--- src/rtl/mem_copy_engine.sv ---
// Word-by-word memory copy engine with optional write-verify readback.
// Drives one port of an async-read / sync-write RAM; every output is registered.
module mem_copy_engine #(
    parameter int DWIDTH = 32,
    parameter int AWIDTH = 12
) (
    input  logic              clk,
    input  logic              reset,
    input  logic              start,
    input  logic [AWIDTH-1:0] src_addr,
    input  logic [AWIDTH-1:0] dst_addr,
    input  logic [AWIDTH-1:0] len,
    input  logic              verify,
    output logic [AWIDTH-1:0] mem_addr,
    output logic              mem_we,
    output logic [DWIDTH-1:0] mem_wdata,
    input  logic [DWIDTH-1:0] mem_rdata,
    output logic              busy,
    output logic              done,
    output logic              err,
    output logic [AWIDTH-1:0] err_addr
);

    typedef enum logic [2:0] {
        S_IDLE,
        S_READ,
        S_WRITE,
        S_CHECK,
        S_DONE
    } state_t;

    state_t            state_q;
    logic [AWIDTH-1:0] src_q;
    logic [AWIDTH-1:0] dst_q;
    logic [AWIDTH-1:0] len_q;
    logic [AWIDTH-1:0] idx_q;
    logic [AWIDTH-1:0] addr_q;
    logic [AWIDTH-1:0] err_addr_q;
    logic [DWIDTH-1:0] buf_q;
    logic              verify_q;
    logic              we_q;
    logic              busy_q;
    logic              done_q;
    logic              err_q;

    logic [AWIDTH-1:0] idx_d;
    logic              last_word;

    // Address sums are AWIDTH wide, so src+i / dst+i wrap modulo 2^AWIDTH.
    assign idx_d     = idx_q + AWIDTH'(1);
    assign last_word = (idx_d == len_q);

    always_ff @(posedge clk or posedge reset) begin
        if (reset) begin
            state_q    <= S_IDLE;
            src_q      <= '0;
            dst_q      <= '0;
            len_q      <= '0;
            idx_q      <= '0;
            addr_q     <= '0;
            err_addr_q <= '0;
            buf_q      <= '0;
            verify_q   <= 1'b0;
            we_q       <= 1'b0;
            busy_q     <= 1'b0;
            done_q     <= 1'b0;
            err_q      <= 1'b0;
        end else begin
            case (state_q)
                S_IDLE: begin
                    if (start) begin
                        src_q      <= src_addr;
                        dst_q      <= dst_addr;
                        len_q      <= len;
                        verify_q   <= verify;
                        idx_q      <= '0;
                        err_q      <= 1'b0;
                        err_addr_q <= '0;
                        busy_q     <= 1'b1;
                        if (len == '0) begin
                            state_q <= S_DONE;
                            done_q  <= 1'b1;
                        end else begin
                            state_q <= S_READ;
                            addr_q  <= src_addr;
                        end
                    end
                end

                S_READ: begin
                    buf_q   <= mem_rdata;
                    addr_q  <= dst_q + idx_q;
                    we_q    <= 1'b1;
                    state_q <= S_WRITE;
                end

                S_WRITE: begin
                    we_q <= 1'b0;
                    if (verify_q) begin
                        state_q <= S_CHECK;
                    end else begin
                        idx_q <= idx_d;
                        if (last_word) begin
                            state_q <= S_DONE;
                            done_q  <= 1'b1;
                        end else begin
                            state_q <= S_READ;
                            addr_q  <= src_q + idx_d;
                        end
                    end
                end

                S_CHECK: begin
                    // A mismatch abandons the remaining words immediately.
                    if (mem_rdata != buf_q) begin
                        err_q      <= 1'b1;
                        err_addr_q <= addr_q;
                        state_q    <= S_DONE;
                        done_q     <= 1'b1;
                    end else begin
                        idx_q <= idx_d;
                        if (last_word) begin
                            state_q <= S_DONE;
                            done_q  <= 1'b1;
                        end else begin
                            state_q <= S_READ;
                            addr_q  <= src_q + idx_d;
                        end
                    end
                end

                S_DONE: begin
                    done_q  <= 1'b0;
                    busy_q  <= 1'b0;
                    state_q <= S_IDLE;
                end

                default: begin
                    state_q <= S_IDLE;
                    we_q    <= 1'b0;
                    busy_q  <= 1'b0;
                    done_q  <= 1'b0;
                end
            endcase
        end
    end

    assign mem_addr  = addr_q;
    assign mem_we    = we_q;
    assign mem_wdata = buf_q;
    assign busy      = busy_q;
    assign done      = done_q;
    assign err       = err_q;
    assign err_addr  = err_addr_q;

endmodule

--- config.mk ---
export PLATFORM = sky130hd
export DESIGN_NAME = mem_copy_engine
export DESIGN_NICKNAME = d
export VERILOG_FILES = /design/src/rtl/mem_copy_engine.sv
export SDC_FILE = /design/constraint.sdc
export NUM_CORES = 1
export LEC_CHECK = 0
export ABC_AREA = 1
export BUFFER_PORTS_ARGS = -buffer_cell sky130_fd_sc_hd__buf_2
export CORE_UTILIZATION = 30
export CTS_BUF_LIST = sky130_fd_sc_hd__clkbuf_4
export CTS_CLUSTER_SIZE = 16
export DETAILED_ROUTE_END_ITERATION = 8
export GPL_ROUTABILITY_DRIVEN = 0
export GPL_TIMING_DRIVEN = 0
export PLACE_DENSITY = 0.49
export SYNTH_ARGS = -nofsm -noshare
export SYNTH_HDL_FRONTEND = slang
export SYNTH_SLANG_ARGS = --single-unit
--- constraint.sdc ---
create_clock -name clk -period 3.93 [get_ports clk]
set_input_delay 0.786 -clock clk [delete_from_list [all_inputs] [get_ports clk]]
set_output_delay 0.786 -clock clk [all_outputs]
set_load 0.01 [all_outputs]
==> results of run 1 <==
==> worst max path at each step <==
stage / from / to / slack (ns) / cells after the start
after floorplan: reset / busy / 0.18 / 1
after global placement: reset / len_q[6] / -1.54 / 2
after detailed placement: mem_rdata[29] / idx_q[5] / 1.09 / 11
after CTS: idx_q[0] / mem_addr[11] / 1.16 / 16
after global routing: idx_q[0] / mem_addr[10] / 0.87 / 14
final: idx_q[0] / mem_addr[11] / 1.13 / 16
==> synthesized netlist by cell type, types with 2 or more instances <==
master	instances
nand2_1	284
dfrtp_1	112
inv_1	103
nand3_1	90
o21ai_0	60
nor2_1	56
a21oi_1	29
ha_1	24
mux2_2	21
xnor2_1	16
clkbuf_1	13
nand4_1	13
or2_2	10
xor2_1	10
nor2_2	7
buf_2	6
o211ai_1	5
inv_2	4
nor2_4	4
nor3_1	4
nand2_2	3
nand3b_1	3
a211oi_1	2
a21o_1	2
buf_1	2
fa_1	2
o21ai_1	2
o221ai_1	2
==> sequential cells by signal (all words and copies together) (netlist names) <==
name	flops
busy	1
done	1
dst_q	12
err	1
err_addr	12
idx_q	12
len_q	12
mem_addr	12
mem_wdata	32
mem_we	1
src_q	12
state_q	3
verify_q	1
==> final cells by class <==
| cell class | instances | area [µm²] |
|---|---|---|
| diodes | 3 | 7.51 |
| repair buffers | 132 | 683 |
| inverters | 107 | 407 |
| multi-input cells | 659 | 3460 |
| well taps | 280 | 350 |
| flip-flops and latches | 112 | 2800 |
| plain buffers | 22 | 97.6 |
| clock buffers | 10 | 75.1 |
| clock inverters | 5 | 67.6 |
| fillers | 2394 | 14000 |
==> layout by cell type, fill, tap and decap left out, types with 2 or more instances in the layout <==
cell type    n
o221ai_1     2
buf_1        2
a21oi_1     29
mux2_2      21
inv_2        4
nand3_1     90
dfrtp_1    112
nor3_1       4
nand4_1     13
inv_1      102
xnor2_1     16
or2_2       10
o211ai_1     5
a211oi_1     2
fa_1         2
nand3b_1     3
clkbuf_4    10
nand2_1    284
clkinv_4     3
buf_2      137
o21ai_1      2
nor2_1      56
xor2_1      10
nor2_2       7
a21o_1       2
clkbuf_1    13
o21ai_0     60
nand2_2      3
diode_2      3
ha_1        24
nor2_4       4
==> cell families (layout without fill, tap and decap cells) <==
group	Yosys count	in the layout	synth area share, %
and+or+nand+nor	477	477	30.5
xor gates and xnor gates	26	26	3.37
adders and majority gates	26	26	5.03
AOI/OAI and AO/OA	109	109	8.79
other	0	3	0
DFF	112	112	41.4
buffers and inverters	129	276	7.38
muxes	21	21	3.50
==> power groups by stage <==
stage	Combinational (mW)	Clock, mW	Sequential [mW]
after floorplan	2.02	0	2.12
after global placement	3.11	0	2.07
after detailed placement	3.16	0	2.07
after CTS	3.17	0.660	2.06
after global routing	3.56	0.709	2.12
final	3.12	0.641	2.05
==> layer usage <==
layer,up-vias,GRT usage (%)
met4,0,5.30
li1,3190,-
met1,2899,25.2
met5,-,0
met3,21,2.59
met2,105,28.9
==> through the flow <==
stage	instance area, µm²	setup slack, ns	TNS, ns	instances
2_1_floorplan	6760	0.185	0	900
3_3_place_gp	7770	-1.54	-170.98	1311
3_5_place_dp	7800	1.09	0	1312
4_1_cts	7950	1.16	0	1327
5_1_grt	7950	0.874	0	1329
6_report	7950	1.13	0	1330
==> impl_summary.log, run 1 <==
[metrics] outcome: complete, but fails checks
[metrics] violations in the final reports: DRC
[metrics] leakage power: 4.16 nW
[metrics] transition at the pin with the smallest max-transition slack: 0.682 ns
[metrics] reg-to-reg slack, setup: 1.13 ns
[metrics] wire length of the first global-routing pass: 32,600 µm
[metrics] sequential power share: 35.3%
[metrics] CTS H-Tree Depth: 3
[metrics] unique cell type count in the Yosys netlist: 39
[metrics] Power Total: 5.82 mW
[metrics] # nets final: 1,141
[metrics] average wire per standard cell: 15.2 µm
[metrics] top_reg_cell synth: dfrtp_1
[metrics] Hold/Removal Path Class: input port to asynchronous set/reset pin
[metrics] cell type with the highest occurrence count on the critical path: nand2_1
[metrics] Required @ worst endpoint: 4.38 ns
[metrics] biggest cell delay along the critical path: 0.49 ns
[metrics] clk_lat worst skew: 0.51 ns
[metrics] fraction of power consumed by the clock network: 11.0%
[metrics] post-route ant nets: 0
[metrics] peak clock frequency supported by timing: 0.358 GHz
[metrics] met3 WL post-DR: 604 µm
[metrics] Top delay family on crit path: simple AND/OR/NAND/NOR gates
[metrics] initial antenna violation count: 2
[metrics] min cycle time layout: 2.80 ns
[metrics] mean area per synthesized cell: 7.52 µm²
[metrics] global-route usage over all layers: 18.0%
[metrics] total net switching power: 2.76 mW
[metrics] TritonCTS clock tree: yes
[metrics] Async SR Flop Fraction: 100%
[metrics] length of routed met2 wiring: 9250 µm
[metrics] clock sink total: 112
[metrics] net switching share of the total power: 47.5%
[metrics] largest net degree at the start of global routing: 70
[metrics] final clock skew: 0.0296 ns
[metrics] R2R depth: 16
[metrics] Startpoint Class: register
[metrics] count of boundary I/O pins: 132
[metrics] clk buf depth: 2
[metrics] Worst IR Drop VDD: 255 µV
[metrics] dominant cell type by area after synthesis: dfrtp_1
[metrics] max-slew violations: 0
[metrics] residual DRC count: 10
[metrics] total of hold buffers inserted after clock tree synthesis: 0
[metrics] area of the die: 0.0232 mm²
[metrics] Max Cap Viol: 0
[metrics] kind of end point of the critical path: register
[metrics] Congestion Overflow GR: 0
[metrics] combinational cell fraction of total power: 53.7%
[metrics] synthesized instance count: 900
[metrics] Finish-stage setup viols: 0
[metrics] Chip Width: 152 µm
[metrics] average vias per placed instance: 4.67
[metrics] starting density of the core: 30.8%
[metrics] number of synthesized flops with an enable pin: 0
[metrics] Site Rows: 54
[metrics] FF-to-FF Start: idx_q[0]
[metrics] Initial DRT Pass Iterations: 6
[metrics] DP HPWL: 16,000 µm
[metrics] detailed-route wire length on metal 1: 10,100 µm
[metrics] RSZ-0062 raised after global routing: no
[metrics] number of buffer and inverter stages on the critical path: 1
[metrics] share of cells above drive strength 1: 19.8%
[metrics] tightest slew margin relative to the limit: 54.4%
[metrics] via count: 6,215
[metrics] detailed router's first-iteration violation count: 343
[metrics] post-layout util: 36.2%
[metrics] IO buf count: 131
[metrics] internal power summed over all cells: 3.05 mW
[metrics] number of global-route vias before repair: 5,905
[metrics] worst-path maximum fanout: 6
[metrics] post-cts repair resize count: 0
[metrics] chain of cells forming the critical path: ha_1, nand2_2, inv_1, nand2_1, nand2_1, nand2_1, ha_1, a21oi_1, nand2_1, nand2_1, o2111ai_1, nand3_1, nand2_1, o21ai_0, nand3_1, nand2_1
[metrics] Post-Synthesis Cell Area: 0.00676 mm²
[metrics] TritonCTS buffer count: 9
[metrics] register area share after synthesis: 41.4%
[metrics] Placeable Area: 0.0220 mm²
[metrics] Arr. time, crit path: 3.24 ns
[metrics] Root Buffer: clkbuf_4
[metrics] Setup Fix Bufs, Post-CTS: 0
[metrics] fraction of synthesized cell area taken by the top area cell type: 41.4%
[metrics] Die Y: 152 µm
[metrics] Synthesis Warnings: 0
[metrics] synthesized flop and latch total: 112
[metrics] Worst-path clk slew: 0.19 ns
[metrics] Final period util: 71.1%
[metrics] Fin Hold WS: 0.252 ns
[metrics] total wire length: 20,300 µm
[metrics] Syn Nets: 998
[metrics] layout overhead on the synthesized area: 17.6%
[metrics] capturing point of the worst reg2reg path: mem_addr[11]
[metrics] cell with the biggest individual delay on the critical path: dfrtp_1
[metrics] leading post-synthesis cells by cell area: dfrtp_1 (41%), nand2_1 (16%), nand3_1 (6.7%), inv_1 (5.7%), ha_1 (4.4%)
[metrics] Highest Signal Layer: met4
[metrics] pwr dens: 731 mW/mm²
[metrics] WS Path Type: register to register
[metrics] number of hold violations in the final report: 0
Power figures use the tool's default switching activity.
==> run 2, diff against run 1 <==
--- a/config.mk
+++ b/config.mk
@@ -13,7 +13,7 @@
 export DETAILED_ROUTE_END_ITERATION = 8
 export GPL_ROUTABILITY_DRIVEN = 0
 export GPL_TIMING_DRIVEN = 0
-export PLACE_DENSITY = 0.49
+export PLACE_DENSITY = 0.48
 export SYNTH_ARGS = -nofsm -noshare
 export SYNTH_HDL_FRONTEND = slang
 export SYNTH_SLANG_ARGS = --single-unit
==> constraint.sdc (replaced) <==
create_clock -name clk -period 2.8 [get_ports clk]
set_input_delay 0.56 -clock clk [delete_from_list [all_inputs] [get_ports clk]]
set_output_delay 0.56 -clock clk [all_outputs]
set_load 0.01 [all_outputs]
==> run 2 against run 1 <==
Compared with the run above:
- the run still ends with DRC left
- power is 42% higher
- clock power increased by 46%
- global-route usage rose by 0.30 points
- final area rose by 1.7%
- non-clock buffer count up 7
- fmax up 6.0%
==> impl_summary.log, run 2 (same netlist as run 1, synthesis figures left out) <==
[metrics] outcome: complete, but fails checks
[metrics] violations in the final reports: DRC
[metrics] share of cells above drive strength 1: 21.7% (+1.9 points)
[metrics] area used by sequential logic in the layout: 0.00281 mm² (+0.27%)
[metrics] tightest slew margin relative to the limit: 58.1% (+3.7 points)
[metrics] Hold/Removal Path Class: input port to asynchronous set/reset pin
[metrics] Site Rows: 54 (unchanged)
[metrics] Startpoint Class: register
[metrics] IO buf count: 131 (unchanged)
[metrics] peak clock frequency supported by timing: 0.379 GHz (+6.0%)
[metrics] Worst IR Drop VDD: 395 µV (+55%)
[metrics] Fin Hold WS: 0.0714 ns (-0.181 ns)
[metrics] worst-path maximum fanout: 6 (unchanged)
[metrics] max-slew violations: 0 (unchanged)
[metrics] kind of end point of the critical path: register
[metrics] final sum of negative setup slack: 0 ns (unchanged)
[metrics] pwr dens: 1020 mW/mm² (+39%)
[metrics] final clock skew: 0.0184 ns (-0.0112 ns)
[metrics] average wire per standard cell: 15.3 µm (+0.76%)
[metrics] Die Y: 152 µm (unchanged)
[metrics] area of the die: 0.0232 mm² (unchanged)
[metrics] post-layout util: 36.8% (+0.60 points)
[metrics] Finish-stage setup viols: 0 (unchanged)
[metrics] clk_lat worst skew: 0.53 ns (+0.02 ns)
[metrics] # nets final: 1,148 (+0.61%)
[metrics] number of global-route vias before repair: 6,035 (+2.2%)
[metrics] Required @ worst endpoint: 3.27 ns (-1.11 ns)
[metrics] min cycle time layout: 2.64 ns (-0.159 ns)
[metrics] most frequent cells in the layout: nand2_1 (282), buf_2 (137), dfrtp_1 (106), inv_1 (102), nand3_1 (90)
[metrics] detailed router's first-iteration violation count: 282 (-18%)
[metrics] layout filler cell count: 2,369 (-1.0%)
[metrics] leakage power: 4.20 nW (+0.91%)
[metrics] Chip Width: 152 µm (unchanged)
[metrics] global-route usage over all layers: 18.4% (+0.30 points)
[metrics] Power Total: 8.23 mW (+42%)
[metrics] DP HPWL: 16,300 µm (+2.1%)
[metrics] largest net degree at the start of global routing: 40 (-43%)
[metrics] layout overhead on the synthesized area: 19.5%
[metrics] TritonCTS buffer count: 9 (unchanged)
[metrics] wire length of the first global-routing pass: 32,900 µm (+0.85%)
[metrics] residual DRC count: 6 (-4)
[metrics] Placeable Area: 0.0220 mm² (unchanged)
[metrics] Worst-path clk slew: 0.20 ns (about the same)
[metrics] leading cell type in the layout, fill and taps excluded: nand2_1
[metrics] TritonCTS clock tree: yes
[metrics] via count: 6,226 (+0.18%)
[metrics] CTS H-Tree Depth: 3 (unchanged)
[metrics] count of boundary I/O pins: 132 (unchanged)
[metrics] Root Buffer: clkbuf_4
[metrics] transition at the pin with the smallest max-transition slack: 0.628 ns (-0.0543 ns)
[metrics] Max Cap Viol: 0 (unchanged)
[metrics] Arr. time, crit path: 3.11 ns (-0.13 ns)
[metrics] Congestion Overflow GR: 0 (unchanged)
[metrics] Initial DRT Pass Iterations: 7 (+1)
[metrics] number of flip-flops under the largest register name: 32 (unchanged)
[metrics] initial antenna violation count: 1 (-1)
[metrics] Final period util: 94.2% (+23 points)
[metrics] area of the multi-input gates: 0.00350 mm² (+1.0%)
[metrics] starting density of the core: 30.8% (unchanged)
[metrics] clock sink total: 112 (unchanged)
[metrics] number of hold violations in the final report: 0 (unchanged)
[metrics] post-route ant nets: 0 (unchanged)
[metrics] clk buf depth: 2 (unchanged)
[metrics] average vias per placed instance: 4.66 (-0.27%)
[metrics] WS Path Type: register to register
[metrics] total wire length: 20,500 µm (+1.2%)
==> run 2: path summary, 6_finish.rpt <==
| path | cells after the start | endpoint | slack [ns] | startpoint |
|---|---|---|---|---|
| setup / recovery | 14 | mem_addr[11] | 0.16 | idx_q[0] |
| hold / removal | 2 | mem_wdata[7] | 0.07 | reset |
| setup reg to reg | 14 | mem_addr[11] | 0.16 | idx_q[0] |
| hold reg to reg | 2 | busy | 0.52 | busy |
| max in group asynchronous | 4 | src_q[9] | 1.88 | reset |
| min in group clk | 3 | mem_wdata[16] | 0.24 | mem_rdata[16] |
==> run 2: routing by layer <==
layer | global-route usage (%) | vias up | part of all wire [%]
met3 | 2.42 | 23 | 3.2
met1 | 25.0 | 2889 | 49
li1 | - | 3216 | -
met5 | 0 | - | 0
met4 | 6.71 | 0 | 2.0
met2 | 29.7 | 98 | 46
==> run 2: metrics by stage <==
stage / instances / setup slack, ns / instance area [µm²]
2_1_floorplan: 900 / 0.606 / 6770
4_1_cts: 1330 / 0.0119 / 7990
3_3_place_gp: 1311 / -0.0802 / 7770
6_report: 1336 / 0.163 / 8090
3_5_place_dp: 1314 / 0.0544 / 7830
5_1_grt: 1336 / -0.00515 / 8090
==> run 2: power by group <==
group	leakage [nW]	internal, mW	switching, mW
clock	0.0856	0.292	0.644
sequential	1.39	2.33	0.534
combinational	2.72	1.70	2.74
==> run 2: final cells by class <==
type / instances / share of cell area (%)
Sequential cell: 112 / 34.8
Antenna cell: 1 / 0.0310
Tap cell: 280 / 4.33
Clock buffer: 9 / 0.836
Buffer: 22 / 1.21
Multi-Input combinational cell: 659 / 43.3
Clock inverter: 7 / 1.10
Inverter: 107 / 5.01
Timing Repair Buffer: 139 / 9.47
==> run 2: worst max-delay path, cell delays in order (launching register included) <==
cell	delay, ns
dfrtp_2	0.44
ha_1	0.19
nand2_2	0.12
nor2_4	0.17
nand3_1	0.13
nand2_1	0.22
ha_2	0.36
a21o_1	0.18
inv_1	0.13
o2111ai_2	0.17
nand3_1	0.11
nand2_1	0.04
o21ai_0	0.17
nand3_1	0.09
nand2_1	0.07
==> run 2: what timing repair did <==
| action | in CTS | in global routing |
|---|---|---|
| endpoints found under the hold margin | 0 | 0 |
| setup endpoints to repair | 0 | 6 |
| buffers inserted | 0 | 5 |
| hold buffers | 0 | 0 |
| gates resized for setup | 0 | 15 |
==> run 3, diff against run 2 <==
--- a/config.mk
+++ b/config.mk
@@ -7,6 +7,8 @@
 export LEC_CHECK = 0
 export ABC_AREA = 1
 export BUFFER_PORTS_ARGS = -buffer_cell sky130_fd_sc_hd__buf_2
+export CAP_MARGIN = 40
+export CORE_MARGIN = 4
 export CORE_UTILIZATION = 30
 export CTS_BUF_LIST = sky130_fd_sc_hd__clkbuf_4
 export CTS_CLUSTER_SIZE = 16
==> run 3 against run 2 <==
Compared with the run above:
- largest cell class unchanged
- clock-buffer cell count unchanged
- cell count increased by 0.45%
- via count increased by 0.77%
- critical endpoint is now mem_addr[10]
- routed wire length increased by 0.86%
- worst setup slack improved by 0.0060 ns
- the flow now finishes without violations
- final area increased by 0.76%
- die area increased by 8.0%
==> impl_summary.log, run 3 (same netlist as run 1, synthesis figures left out) <==
[metrics] Initial DRT Pass Iterations: 5 (-2)
[metrics] average vias per placed instance: 4.68 (+0.32%)
[metrics] placed instance area: 0.00787 mm² (+0.45%)
[metrics] final sum of negative setup slack: 0 ns (unchanged)
[metrics] Arr. time, crit path: 3.06 ns (-0.05 ns)
[metrics] FF-to-FF Start: idx_q[0]
[metrics] # nets final: 1,154 (+0.52%)
[metrics] Worst-path clk slew: 0.21 ns (about the same)
[metrics] area of the die: 0.0250 mm² (+8.0%)
[metrics] origin of the worst min-delay path: mem_rdata[22]
[metrics] post-route ant nets: 0 (unchanged)
[metrics] Root Buffer: clkbuf_4
[metrics] Site Rows: 54 (unchanged)
[metrics] clk buf depth: 2 (unchanged)
[metrics] Startpoint Class: register
[metrics] Placeable Area: 0.0220 mm² (+0.31%)
[metrics] average wire per standard cell: 15.4 µm (+0.41%)
[metrics] internal power summed over all cells: 4.25 mW (-1.7%)
[metrics] detailed router's first-iteration violation count: 329 (+17%)
[metrics] outcome: finished, final reports clean
[metrics] residual DRC count: 0 (-6)
[metrics] max-slew violations: 0 (unchanged)
[metrics] kind of end point of the critical path: register
[metrics] met2 global-route usage: 25.9% (-3.8 points)
[metrics] Congestion Overflow GR: 0 (unchanged)
[metrics] initial antenna violation count: 1 (unchanged)
[metrics] clk_lat worst skew: 0.52 ns (about the same)
[metrics] pwr dens: 1000 mW/mm² (-1.4%)
[metrics] global-route track usage on met3: 2.16% (-0.26 points)
[metrics] WS Path Type: register to register
[metrics] starting density of the core: 30.7% (-0.094 points)
[metrics] leading cell type in the layout, fill and taps excluded: nand2_1
[metrics] fin cells: 1,342 (+0.45%)
[metrics] number of buffer and inverter stages on the critical path: 0 (-1)
[metrics] total net switching power: 3.93 mW (+0.43%)
[metrics] count of boundary I/O pins: 132 (unchanged)
[metrics] cell type with the highest occurrence count on the critical path: nand2_1
[metrics] transition at the pin with the smallest max-transition slack: 0.713 ns (+0.0851 ns)
[metrics] DP HPWL: 16,600 µm (+1.8%)
[metrics] cell with the biggest individual delay on the critical path: dfrtp_2
[metrics] Cell Count Post-Placement: 1,315 (+0.076%)
[metrics] smallest setup slack after layout: 0.169 ns (+0.00602 ns)
[metrics] biggest cell delay along the critical path: 0.47 ns (+0.03 ns)
[metrics] TritonCTS buffer count: 9 (unchanged)
[metrics] layout overhead on the synthesized area: 20.4%
[metrics] via count: 6,274 (+0.77%)
[metrics] RSZ-0062 raised after global routing: no
[metrics] Chip Width: 158 µm (+3.9%)
[metrics] Hold/Removal Path Class: input port to register
[metrics] global-route usage over all layers: 16.8% (-1.5 points)
[metrics] peak clock frequency supported by timing: 0.380 GHz (+0.23%)
[metrics] net switching share of the total power: 48.1% (+0.53 points)
[metrics] chain of cells forming the critical path: ha_1, nand2_2, nor2_4, nand2_1, nand2_2, ha_2, nand2_1, o21ai_0, nand2_1, nand3_1, nand2_1, nand3_1, nand3_1, nand3_1, nand2_1
[metrics] Max Cap Viol: 0 (unchanged)
[metrics] share of cells above drive strength 1: 22.0% (+0.25 points)
[metrics] final cell area excluding filler cells: 0.00815 mm² (+0.76%)
[metrics] worst-path maximum fanout: 6 (unchanged)
[metrics] final clock skew: 0.0272 ns (+0.00886 ns)
[metrics] number of flip-flops under the largest register name: 32 (unchanged)
[metrics] TritonCTS clock tree: yes
[metrics] CTS H-Tree Depth: 3 (unchanged)
[metrics] worst setup path start: idx_q[0]
[metrics] number of hold violations in the final report: 0 (unchanged)
[metrics] clock sink total: 112 (unchanged)
[metrics] combinational cell fraction of total power: 54.3% (+0.5 points)
[metrics] Finish-stage setup viols: 0 (unchanged)
[metrics] post-placement setup slack: 0.0401 ns (-0.0143 ns)
[metrics] Worst IR Drop VDD: 291 µV (-26%)
[metrics] leakage power: 4.23 nW (+0.76%)
[metrics] Required @ worst endpoint: 3.23 ns (-0.04 ns)
[metrics] tightest slew margin relative to the limit: 52.5% (-5.6 points)
[metrics] IO buf count: 131 (unchanged)
[metrics] Final period util: 94.0% (-0.21 points)
[metrics] min cycle time layout: 2.63 ns (-0.00602 ns)
[metrics] Power Total: 8.18 mW (-0.67%)
[metrics] fraction of power consumed by the clock network: 10.5% (-0.9 points)
[metrics] Top delay family on crit path: simple AND/OR/NAND/NOR gates
[metrics] most frequent cells in the layout: nand2_1 (282), buf_2 (137), dfrtp_1 (106), inv_1 (102), nand3_1 (90)
[metrics] GRT Max-Usage Layer: met2
[metrics] wire length of the first global-routing pass: 32,800 µm (-0.29%)
[metrics] sequential power share: 35.2% (+0.4 points)
[metrics] largest net degree at the start of global routing: 33 (-18%)
[metrics] number of global-route vias before repair: 6,043 (+0.13%)
[metrics] Die Y: 158 µm (+3.9%)
[metrics] total wire length: 20,700 µm (+0.86%)
[metrics] global-route met1 utilization: 24.3% (-0.76 points)
[run 3: final timing paths]
check | to | slack, ns | depth (start not counted)
worst max-delay path | mem_addr[10] | 0.17 | 15
worst min-delay path | mem_wdata[22] | 0.24 | 3
worst max register to register | mem_addr[10] | 0.17 | 15
worst min register to register | len_q[3] | 0.52 | 2
max in group asynchronous | src_q[4] | 1.33 | 6
min in group asynchronous | busy | 0.56 | 3
[run 3: repair_timing]
| action | CTS | global route |
|---|---|---|
| setup buffers | 0 | 9 |
| endpoints found under the hold margin | 7 | 0 |
| pin swaps | 0 | 1 |
| gates resized for setup | 2 | 14 |
| hold buffers | 1 | 0 |
| endpoints found under the setup margin | 1 | 6 |
[run 3: stage by stage]
stage	util [%]	hold WS (ns)
after detailed placement	35.7	0.470
after global routing	37.0	0.198
after floorplan	-	0.453
after global placement	35.3	0.476
after CTS	36.4	0.199
final	37.0	0.241
[run 3: layout make-up]
type                    count  area, µm²
clock buffers               9       67.6
flip-flops and latches    112       2810
fillers                  2395      13900
inverters                 107        405
plain buffers              22       97.6
clock inverters             7       70.1
repair buffers            145        828
diodes                      1       2.50
multi-input cells         659       3510
well taps                 280        350
[run 3: power by group through the flow]
| stage | logic (mW) | registers (mW) | clock network (mW) |
|---|---|---|---|
| CTS | 4.47 | 2.89 | 0.903 |
| detailed placement | 4.46 | 2.92 | 0 |
| global route | 5.12 | 2.98 | 0.962 |
| global placement | 4.40 | 2.92 | 0 |
| finish | 4.44 | 2.88 | 0.855 |
| floorplan | 2.83 | 2.98 | 0 |
[run 3: metal layers]
layer	share of wire, %	up-vias
li1	-	3221
met1	49	2908
met2	45	118
met3	3.5	27
met4	2.3	0
met5	0	-
[run 3: tightest hold or removal path: stages]
cell and delay [ns]:
buf_2 0.09, nand2_1 0.05, nand2_1 0.05
